## src/rtl/dram_arbiter_pkg.sv

```systemverilog
// dram_arbiter_pkg
//   Shared definitions for the I/D-cache refill arbiter and the caches that
//   talk to it: FSM state encoding, port identifiers, burst geometry defaults
//   and the block-base helper.
package dram_arbiter_pkg;

  // Refill geometry defaults (also used by the caches when sizing lines).
  localparam int unsigned BLOCK_SIZE_DEFAULT   = 8;  // 32-bit beats per refill
  localparam int unsigned ACCESS_DELAY_DEFAULT = 4;  // idle cycles grant -> first read
  localparam int unsigned WORD_W               = 32;

  typedef enum logic [1:0] {
    IDLE,
    WAIT,
    BURST,
    HOLD
  } arb_state_t;

  typedef enum logic {
    PORT_I = 1'b0,
    PORT_D = 1'b1
  } port_t;

  // Block base: word address with the in-block offset bits [2:0] cleared.
  function automatic logic [WORD_W-1:0] block_base(input logic [WORD_W-1:0] addr);
    return {addr[WORD_W-1:3], 3'b000};
  endfunction

endpackage

```

## src/rtl/dram_arbiter.sv

```systemverilog
// dram_arbiter
//   Arbitrates I-cache and D-cache refill requests onto a single main-memory
//   read port. One port is granted at a time (round-robin on ties); the
//   granted block is read as BLOCK_SIZE consecutive words after ACCESS_DELAY
//   idle cycles, and each word is returned to the granted port one cycle after
//   its read strobe.
//
// Parameters
//   BLOCK_SIZE    beats per refill burst
//   ACCESS_DELAY  idle cycles between grant and first memory read (0 legal)
//
// Ports
//   clk          single clock, rising edge
//   reset        asynchronous, active-low reset
//   i_req        I-cache refill request (level, held until burst consumed)
//   i_req_addr   I-cache block word address
//   i_data       I-cache refill beat data (0 when not valid)
//   i_val        qualifies i_data for one beat
//   d_req, d_req_addr, d_data, d_val   same for the D-cache
//   mem_rd_en    main-memory word read strobe
//   mem_addr     main-memory word address (0 when not reading)
//   mem_rdata    memory read data, valid the cycle after mem_rd_en
module dram_arbiter
  import dram_arbiter_pkg::*;
#(
  parameter int unsigned BLOCK_SIZE   = BLOCK_SIZE_DEFAULT,
  parameter int unsigned ACCESS_DELAY = ACCESS_DELAY_DEFAULT
) (
  input  logic              clk,
  input  logic              reset,
  input  logic              i_req,
  input  logic [WORD_W-1:0] i_req_addr,
  output logic [WORD_W-1:0] i_data,
  output logic              i_val,
  input  logic              d_req,
  input  logic [WORD_W-1:0] d_req_addr,
  output logic [WORD_W-1:0] d_data,
  output logic              d_val,
  output logic              mem_rd_en,
  output logic [WORD_W-1:0] mem_addr,
  input  logic [WORD_W-1:0] mem_rdata
);

  // Beat counter has one spare bit so it can hold BLOCK_SIZE in HOLD
  // without wrapping back to zero.
  localparam int unsigned CNT_W  = $clog2(BLOCK_SIZE) + 1;
  localparam int unsigned WAIT_W = (ACCESS_DELAY > 1) ? $clog2(ACCESS_DELAY) : 1;

  localparam logic [CNT_W-1:0]  LAST_BEAT = CNT_W'(BLOCK_SIZE - 1);
  localparam logic [WAIT_W-1:0] WAIT_LAST =
    WAIT_W'((ACCESS_DELAY == 0) ? 0 : ACCESS_DELAY - 1);

  arb_state_t        state_q, state_d;
  port_t             gnt_q, gnt_d;      // current grant; doubles as last-granted
  logic              grant;
  logic              gnt_req;
  logic [WORD_W-1:0] base_q;
  logic [CNT_W-1:0]  beat_cnt;
  logic [WAIT_W-1:0] wait_cnt;
  logic              val_q;             // read strobe delayed to match mem_rdata

  assign gnt_req = (gnt_q == PORT_I) ? i_req : d_req;

  // Next-state and grant selection.
  always_comb begin
    state_d = state_q;
    gnt_d   = gnt_q;
    grant   = 1'b0;
    unique case (state_q)
      IDLE: begin
        if (i_req || d_req) begin
          grant = 1'b1;
          if (i_req && d_req) begin
            gnt_d = (gnt_q == PORT_D) ? PORT_I : PORT_D;
          end else begin
            gnt_d = i_req ? PORT_I : PORT_D;
          end
          state_d = (ACCESS_DELAY == 0) ? BURST : WAIT;
        end
      end
      WAIT: begin
        if (wait_cnt == WAIT_LAST) begin
          state_d = BURST;
        end
      end
      BURST: begin
        if (beat_cnt == LAST_BEAT) begin
          state_d = HOLD;
        end
      end
      HOLD: begin
        // The final beat is presented during the first HOLD cycle, so it has
        // been delivered by any edge taken out of HOLD; only the requester's
        // level gates the exit, which stops a still-high req re-triggering.
        if (!gnt_req) begin
          state_d = IDLE;
        end
      end
      default: state_d = IDLE;
    endcase
  end

  always_ff @(posedge clk or negedge reset) begin
    if (!reset) begin
      state_q  <= IDLE;
      gnt_q    <= PORT_D;
      base_q   <= '0;
      beat_cnt <= '0;
      wait_cnt <= '0;
      val_q    <= 1'b0;
    end else begin
      state_q <= state_d;
      gnt_q   <= gnt_d;
      val_q   <= mem_rd_en;

      if (grant) begin
        base_q <= block_base((gnt_d == PORT_I) ? i_req_addr : d_req_addr);
      end

      if (state_q == WAIT) begin
        wait_cnt <= wait_cnt + WAIT_W'(1);
      end else begin
        wait_cnt <= '0;
      end

      if (state_q == BURST) begin
        beat_cnt <= beat_cnt + CNT_W'(1);
      end else if (state_q == IDLE) begin
        beat_cnt <= '0;
      end
    end
  end

  assign mem_rd_en = (state_q == BURST);
  assign mem_addr  = mem_rd_en ? (base_q + WORD_W'(beat_cnt)) : '0;

  // gnt_q cannot change before the last beat is returned (next grant needs
  // an IDLE cycle after HOLD), so it still names the owner of the beat.
  assign i_val  = val_q && (gnt_q == PORT_I);
  assign d_val  = val_q && (gnt_q == PORT_D);
  assign i_data = i_val ? mem_rdata : '0;
  assign d_data = d_val ? mem_rdata : '0;

endmodule

```

## config.mk

```make
export PLATFORM = sky130hd
export DESIGN_NAME = dram_arbiter
export DESIGN_NICKNAME = d
export VERILOG_FILES = /design/src/rtl/dram_arbiter_pkg.sv /design/src/rtl/dram_arbiter.sv
export SDC_FILE = /design/constraint.sdc
export NUM_CORES = 1
export LEC_CHECK = 0
export ABC_AREA = 1
export CAP_MARGIN = 20
export CORE_ASPECT_RATIO = 1.4
export CORE_MARGIN = 4
export CORE_UTILIZATION = 41
export DETAILED_ROUTE_END_ITERATION = 8
export GPL_TIMING_DRIVEN = 0
export HOLD_SLACK_MARGIN = 0.08
export PLACE_DENSITY = 0.88
export SLEW_MARGIN = 20
export SYNTH_ARGS = -nofsm -noshare
export SYNTH_HDL_FRONTEND = slang
export SYNTH_SLANG_ARGS = --single-unit
export TNS_END_PERCENT = 50
```

## constraint.sdc

```tcl
create_clock -name clk -period 5.1 [get_ports clk]
set_input_delay 1.02 -clock clk [delete_from_list [all_inputs] [get_ports clk]]
set_output_delay 1.02 -clock clk [all_outputs]
set_load 0.02 [all_outputs]
```

==> run metrics, run 1 <==
Synth Net Count roughly 630; Core Region between 7000 and 8000 um2; initial antenna violation count 0; net switching power about 1.4 mW; I/O Pins 199; Post-CTS Hold Fix Bufs 0; CTS tree yes; ANT nets after route 0; max-slew violation count 0; Max FO, Critical Path 10; max frequency 265 MHz; Worst-Margin Slew between 0.5 and 0.6 ns; DR vias/cell between 5 and 6; post-CTS sizing 0; placed inst area ~5300 um2; Crit Path Class reg2out; clock network power share 0.096; drt pass-1 iters 5; CP Data Arrival Time ~2.8 ns; Post-Synthesis Cells about 530; status completed; H-tree levels 2; Max Cap Viol 0; Worst-Skew Late Latency 0.29 ns; share of power burned in registers 0.237; Final period util 0.739; Max Root-Sink Buffers 2; Layout fillers 614; Die Y around 110 um; via count slightly above 4k; Post-CTS Setup Bufs 0; Fin. Hold Viols 0; Avg Inst Size Synth 6.09 um2; ANT cells 0; Port Buffer Count 192; first-pass GRT wire length 19600 um; Iteration-0 DRC Markers 286; layout cells sized above 1 0.0606; gr ovfl total 0; RSZ-0062 raised after global routing false; total placed cells including tap cells approximately 800; Post-Route WL 12900 um; Hold Path Class reg2reg; setup TNS 0 ns; crit end category output pin; sw frac 0.506; clock skew 0.00608 ns; flops & latches, synth 39; Std-Cell Rows 37; GRT Total Usage 0.272; clock sinks 39; EDFF count, synth 0; crit path time final 3.77 ns; library cells used by synthesis 30; # setup viols final 0; global placement routability congestion approximately 0.91; vias in the first global route slightly above 4k; die area between 9000 and 10000 um2; Worst-path clk slew about 0.070 ns; Routed WL per cell around 16 um; Slew headroom 0.636; fin cells a little over 800; Synth warnings 0; combinational share of power 0.666; Post-DP HPWL roughly 11000 um; synth-to-layout area growth 68.3%; kind of start point of the critical path register; total internal power between 1 and 1.5 mW; DRC viols 0; die span in x a little over 80 um; Lkg Pwr about 2.5 nW; clock root buffer clkbuf_8; design area about 5400 um2; WP data required between 4 and 5 ns; post-synthesis async set-or-reset flop share 1.00; NumNets Final approximately 830; Initial Util 0.429; Power Dens Cells 521 nW/um2; Max IR drop VDD about 350 uV; TritonCTS Buffers 5; pin count of the biggest net entering global routing 22; top_reg_cell synth dfrtp_1; sequential area share after synthesis 0.306; post-synthesis cell area around 3200 um2
[final cells by class]
cell class	count	area, um2	area share
timing repair buffer	193	1940	0.361
clock inverter	2	35.0	0.00651
clock buffer	6	82.6	0.0153
sequential	39	977	0.182
multi-input combinational	404	1880	0.349
buffer	21	111	0.0207
inverter	61	229	0.0426
tap	97	121	0.0226
[power by group through the flow]
| stage | Clock [mW] | Sequential (mW) | Combinational, mW |
|---|---|---|---|
| 2_1_floorplan | 0 | 0.600 | 1.14 |
| 3_3_place_gp | 0 | 0.651 | 1.82 |
| 3_5_place_dp | 0 | 0.662 | 1.86 |
| 4_1_cts | 0.271 | 0.656 | 1.87 |
| 5_1_grt | 0.285 | 0.685 | 2.04 |
| 6_report | 0.269 | 0.665 | 1.87 |
[path summary, 6_finish.rpt]
| path | start | to | slack (ns) | cells after the start |
|---|---|---|---|---|
| setup / recovery | state_q[0] | mem_addr[30] | 1.33 | 7 |
| setup reg to reg | state_q[1] | base_q[7] | 3.25 | 7 |
| max in group asynchronous | reset | gnt_q | 3.89 | 2 |
| min in group asynchronous | reset | base_q[22] | 0.68 | 1 |
| hold / removal | wait_cnt[0] | wait_cnt[0] | 0.43 | 1 |
| hold reg to reg | wait_cnt[0] | wait_cnt[0] | 0.43 | 1 |
[cells by family (layout without fill, tap and decap cells)]
family                   count (synthesis)  count (layout)  synth area share
flip-flops                              39              39             0.306
XOR/XNOR                                 4               4            0.0110
adder cells (fa/ha/maj)                  9               9            0.0352
buffers and inverters                   82             283             0.106
AND/OR/NAND/NOR                        331             331             0.432
AO/OA/AOI/OAI                           60              60             0.110
[registers in the layout, summed over array words and instances (netlist names)]
name	cells
base_q	29
beat_cnt	4
state_q	2
wait_cnt	2
gnt_q	1
val_q	1
[critical path, stage by stage, from the launching register on]
cell and delay, ns:
dfrtp_1 0.42, inv_1 0.12, ha_1 0.29, buf_2 0.25, clkbuf_1 0.46, nand2_1 0.10, nor2_1 0.17, clkdlybuf4s50_1 0.65
[metal layers]
layer,track usage,part of all wire,routed length [um]
met5,0,0,0
met4,0.0840,0.025,316
met3,0.0498,0.10,1320
met2,0.503,0.51,6610
met1,0.305,0.36,4630
[synth_stat cells (2+ instances only)]
cell type / number / area, um2
nand2_4: 3 / 33.8
nor2_1: 157 / 589
dfrtp_1: 38 / 951
nand2_1: 136 / 510
nor2_4: 7 / 78.8
ha_1: 9 / 113
nor3_1: 2 / 10.0
buf_6: 2 / 22.5
nand3_1: 15 / 75.1
o21a_1: 2 / 15.0
xor2_1: 4 / 35.0
o21ai_0: 11 / 55.1
a31oi_1: 29 / 181
clkbuf_1: 7 / 26.3
nor2_2: 3 / 18.8
nand2_2: 3 / 18.8
buf_2: 11 / 55.1
a21oi_1: 16 / 80.1
inv_1: 59 / 221
[layout by cell type (no fill, tap or decap), drive strengths merged]
cell	n
a21oi	16
a22o	1
a31oi	29
a32o	1
and2	1
buf	16
bufinv	1
clkbuf	13
clkdlybuf4s50	191
clkinv	2
dfrtp	38
dfstp	1
ha	9
inv	60
nand2	142
nand3	15
nand3b	1
nor2	168
nor3	2
o21a	2
o21ai	11
or2	2
xor2	4
[per-stage QoR]
step                       util  hold WS (ns)  power, mW  setup WS, ns
final                     0.722         0.430       2.80          1.33
after global routing      0.722         0.445       3.01          1.19
after CTS                 0.722         0.434       2.80          1.36
after detailed placement  0.706         0.425       2.52          1.63
after global placement    0.703         0.418       2.47          1.63
after floorplan               -         0.407       1.74          2.38
(Power assumes the default switching activity.)
==> inputs of run 2 (changes only) <==
--- a/config.mk
+++ b/config.mk
@@ -9,11 +9,11 @@
 export CAP_MARGIN = 20
 export CORE_ASPECT_RATIO = 1.4
 export CORE_MARGIN = 4
-export CORE_UTILIZATION = 41
+export CORE_UTILIZATION = 34
 export DETAILED_ROUTE_END_ITERATION = 8
 export GPL_TIMING_DRIVEN = 0
 export HOLD_SLACK_MARGIN = 0.08
-export PLACE_DENSITY = 0.88
+export PLACE_DENSITY = 0.78
 export SLEW_MARGIN = 20
 export SYNTH_ARGS = -nofsm -noshare
 export SYNTH_HDL_FRONTEND = slang
==> constraint.sdc (replaced) <==
create_clock -name clk -period 3.3 [get_ports clk]
set_input_delay 0.66 -clock clk [delete_from_list [all_inputs] [get_ports clk]]
set_output_delay 0.66 -clock clk [all_outputs]
set_load 0.02 [all_outputs]
==> run metrics, run 2 (synthesis gave the netlist of run 1 again) <==
status completed (unchanged); RSZ-0062 raised after global routing false (unchanged); Power Dens Cells 809 nW/um2 (was 521 nW/um2); NumNets Final 834 (unchanged); Place WS 0.235 ns (was 1.63 ns); Worst-Margin Slew 0.509 ns (was 0.546 ns); ANT nets after route 0 (unchanged); register with the most flip-flops base_q (unchanged); kind of start point of the critical path register (unchanged); gr ovfl total 0 (unchanged); vias in the first global route 4018 (was 4093); DR vias/cell 4.83 (was 5.05); Multi-input gate area 1880 um2 (unchanged); Iteration-0 DRC Markers 182 (was 286); via count 4027 (was 4154); Port Buffer Count 192 (unchanged); most common cell after layout, fill and taps aside clkdlybuf4s50_1 (unchanged); pin count of the biggest net entering global routing 22 (unchanged); ANT cells 0 (unchanged); Seq. cell area 977 um2 (unchanged); H-tree levels 2 (unchanged); Worst-Skew Late Latency 0.28 ns (was 0.29 ns); Final period util 0.960; drt pass-1 iters 4 (was 5); R2R Path End base_q[28] (was base_q[7]); Post-CTS Hold Fix Bufs 0 (unchanged); Initial Util 0.352 (was 0.429); Max IR drop VDD 382 uV (was 354 uV); max frequency between 300 and 400 MHz; Post-DP HPWL 10700 um (was 11000 um); layout cells sized above 1 0.0606 (unchanged); reg2reg start state_q[0] (was state_q[1]); critical path's slowest cell clkdlybuf4s50_1 (unchanged); placed inst area 5280 um2 (was 5260 um2); first-pass GRT wire length 19400 um (was 19600 um); Core Region 9080 um2 (was 7450 um2); Crit Path Class reg2out (unchanged); # setup viols final 0 (unchanged); DRC viols 0 (unchanged); Worst-path clk slew 0.06 ns (was 0.07 ns); max-slew violation count 0 (unchanged); most frequent CP cell buf_2; Post-CTS Setup Bufs 0 (unchanged); Post-Route WL 12400 um (was 12900 um); reg2reg setup slack 1.46 ns (was 3.25 ns); Hold Path Class in2async (was reg2reg); Die Y 123 um (was 112 um); post-CTS sizing 1 (was 0); worst setup margin 0.132 ns (was 1.33 ns); Lkg Pwr 2.53 nW (was 2.51 nW); CTS tree yes (unchanged); design area 5430 um2 (was 5380 um2); fin cells 833 (was 823); Fin. Hold Viols 0 (unchanged); global placement routability congestion 0.924 (was 0.907); Routed WL per cell 14.9 um (was 15.6 um); CP Cell Sequence inv_1, ha_1, buf_2, buf_2, nand2_1, nor2_1, clkdlybuf4s50_1 (was inv_1, ha_1, buf_2, clkbuf_1, nand2_1, nor2_1, clkdlybuf4s50_1); TritonCTS Buffers 5 (unchanged); Layout fillers 847 (was 614); Regs by FF count base_q: 29 flops, beat_cnt: 4 flops (unchanged); I/O Pins 199 (unchanged); Max FO, Critical Path 10 (unchanged); total power 4.40 mW (was 2.80 mW); synth-to-layout area growth 69.9% (was 68.3%); crit path time final roughly 3.2 ns; clock sinks 39 (unchanged); clock skew 0.00195 ns (was 0.00608 ns); die span in x 90.0 um (was 82.6 um); clock root buffer clkbuf_16 (was clkbuf_8); CP Data Arrival Time 2.51 ns (was 2.75 ns); final core utilization 0.598 (was 0.722); crit end category output pin (unchanged); die area 11000 um2 (was 9290 um2); Max Cap Viol 0 (unchanged); Min Hold Slack 0.346 ns (was 0.430 ns); Std-Cell Rows 41 (was 37); most frequent cells in the layout 191 x clkdlybuf4s50_1, 157 x nor2_1, 136 x nand2_1 (unchanged); WP data required 2.64 ns (was 4.08 ns); total placed cells including tap cells 825 (was 815); crit-path max cell delay 0.63 ns (was 0.65 ns); initial antenna violation count 0 (unchanged); Max Root-Sink Buffers 2 (unchanged); setup TNS 0 ns (unchanged); Slew headroom 0.661 (was 0.636); GRT Total Usage 0.219 (was 0.272); Worst R2R Path Depth 7 (unchanged); max FFs per register 29 (unchanged)
## run 2: changes by cell type in the layout (fill, tap and decap cells not counted)
cell / change
buf_2: +1
bufinv_16: -1
clkbuf_16: +5
clkbuf_8: -4
clkinv_2: -1
## run 2: worst max-delay path: cells and delay by family (launching register included)
kind | cells | cell delay, ns
fa+ha+maj | 1 | 0.28
buf+inv | 4 | 1.28
simple gates | 2 | 0.25
flops | 1 | 0.41
## run 2: per-layer routing
metal	vias up	routed length (um)	GRT usage
met5	-	0	0
met4	0	359	0.0709
met3	21	935	0.0478
met2	180	6520	0.445
met1	1808	4580	0.221
li1	2018	-	-
## run 2: cell type report
type	instances	share of cell area
repair buffers	193	0.358
multi-input cells	404	0.346
flip-flops and latches	39	0.180
inverters	61	0.0421
clock buffers	8	0.0288
well taps	107	0.0246
plain buffers	21	0.0207
## run 2: worst max-delay path by stage
stage,cells past startpoint,from,to
after floorplan,6,state_q[0],mem_addr[25]
after global placement,7,state_q[0],mem_addr[28]
after detailed placement,7,state_q[0],mem_addr[28]
after CTS,7,state_q[0],mem_addr[24]
after global routing,7,state_q[0],mem_addr[28]
final,7,state_q[0],mem_addr[24]
## run 2: where the power goes
part | leakage (nW) | total [mW] | internal [mW] | switching [mW]
Combinational | 2.00 | 2.87 | 1.18 | 1.69
Clock | 0.0772 | 0.504 | 0.322 | 0.183
Sequential | 0.452 | 1.02 | 0.719 | 0.301
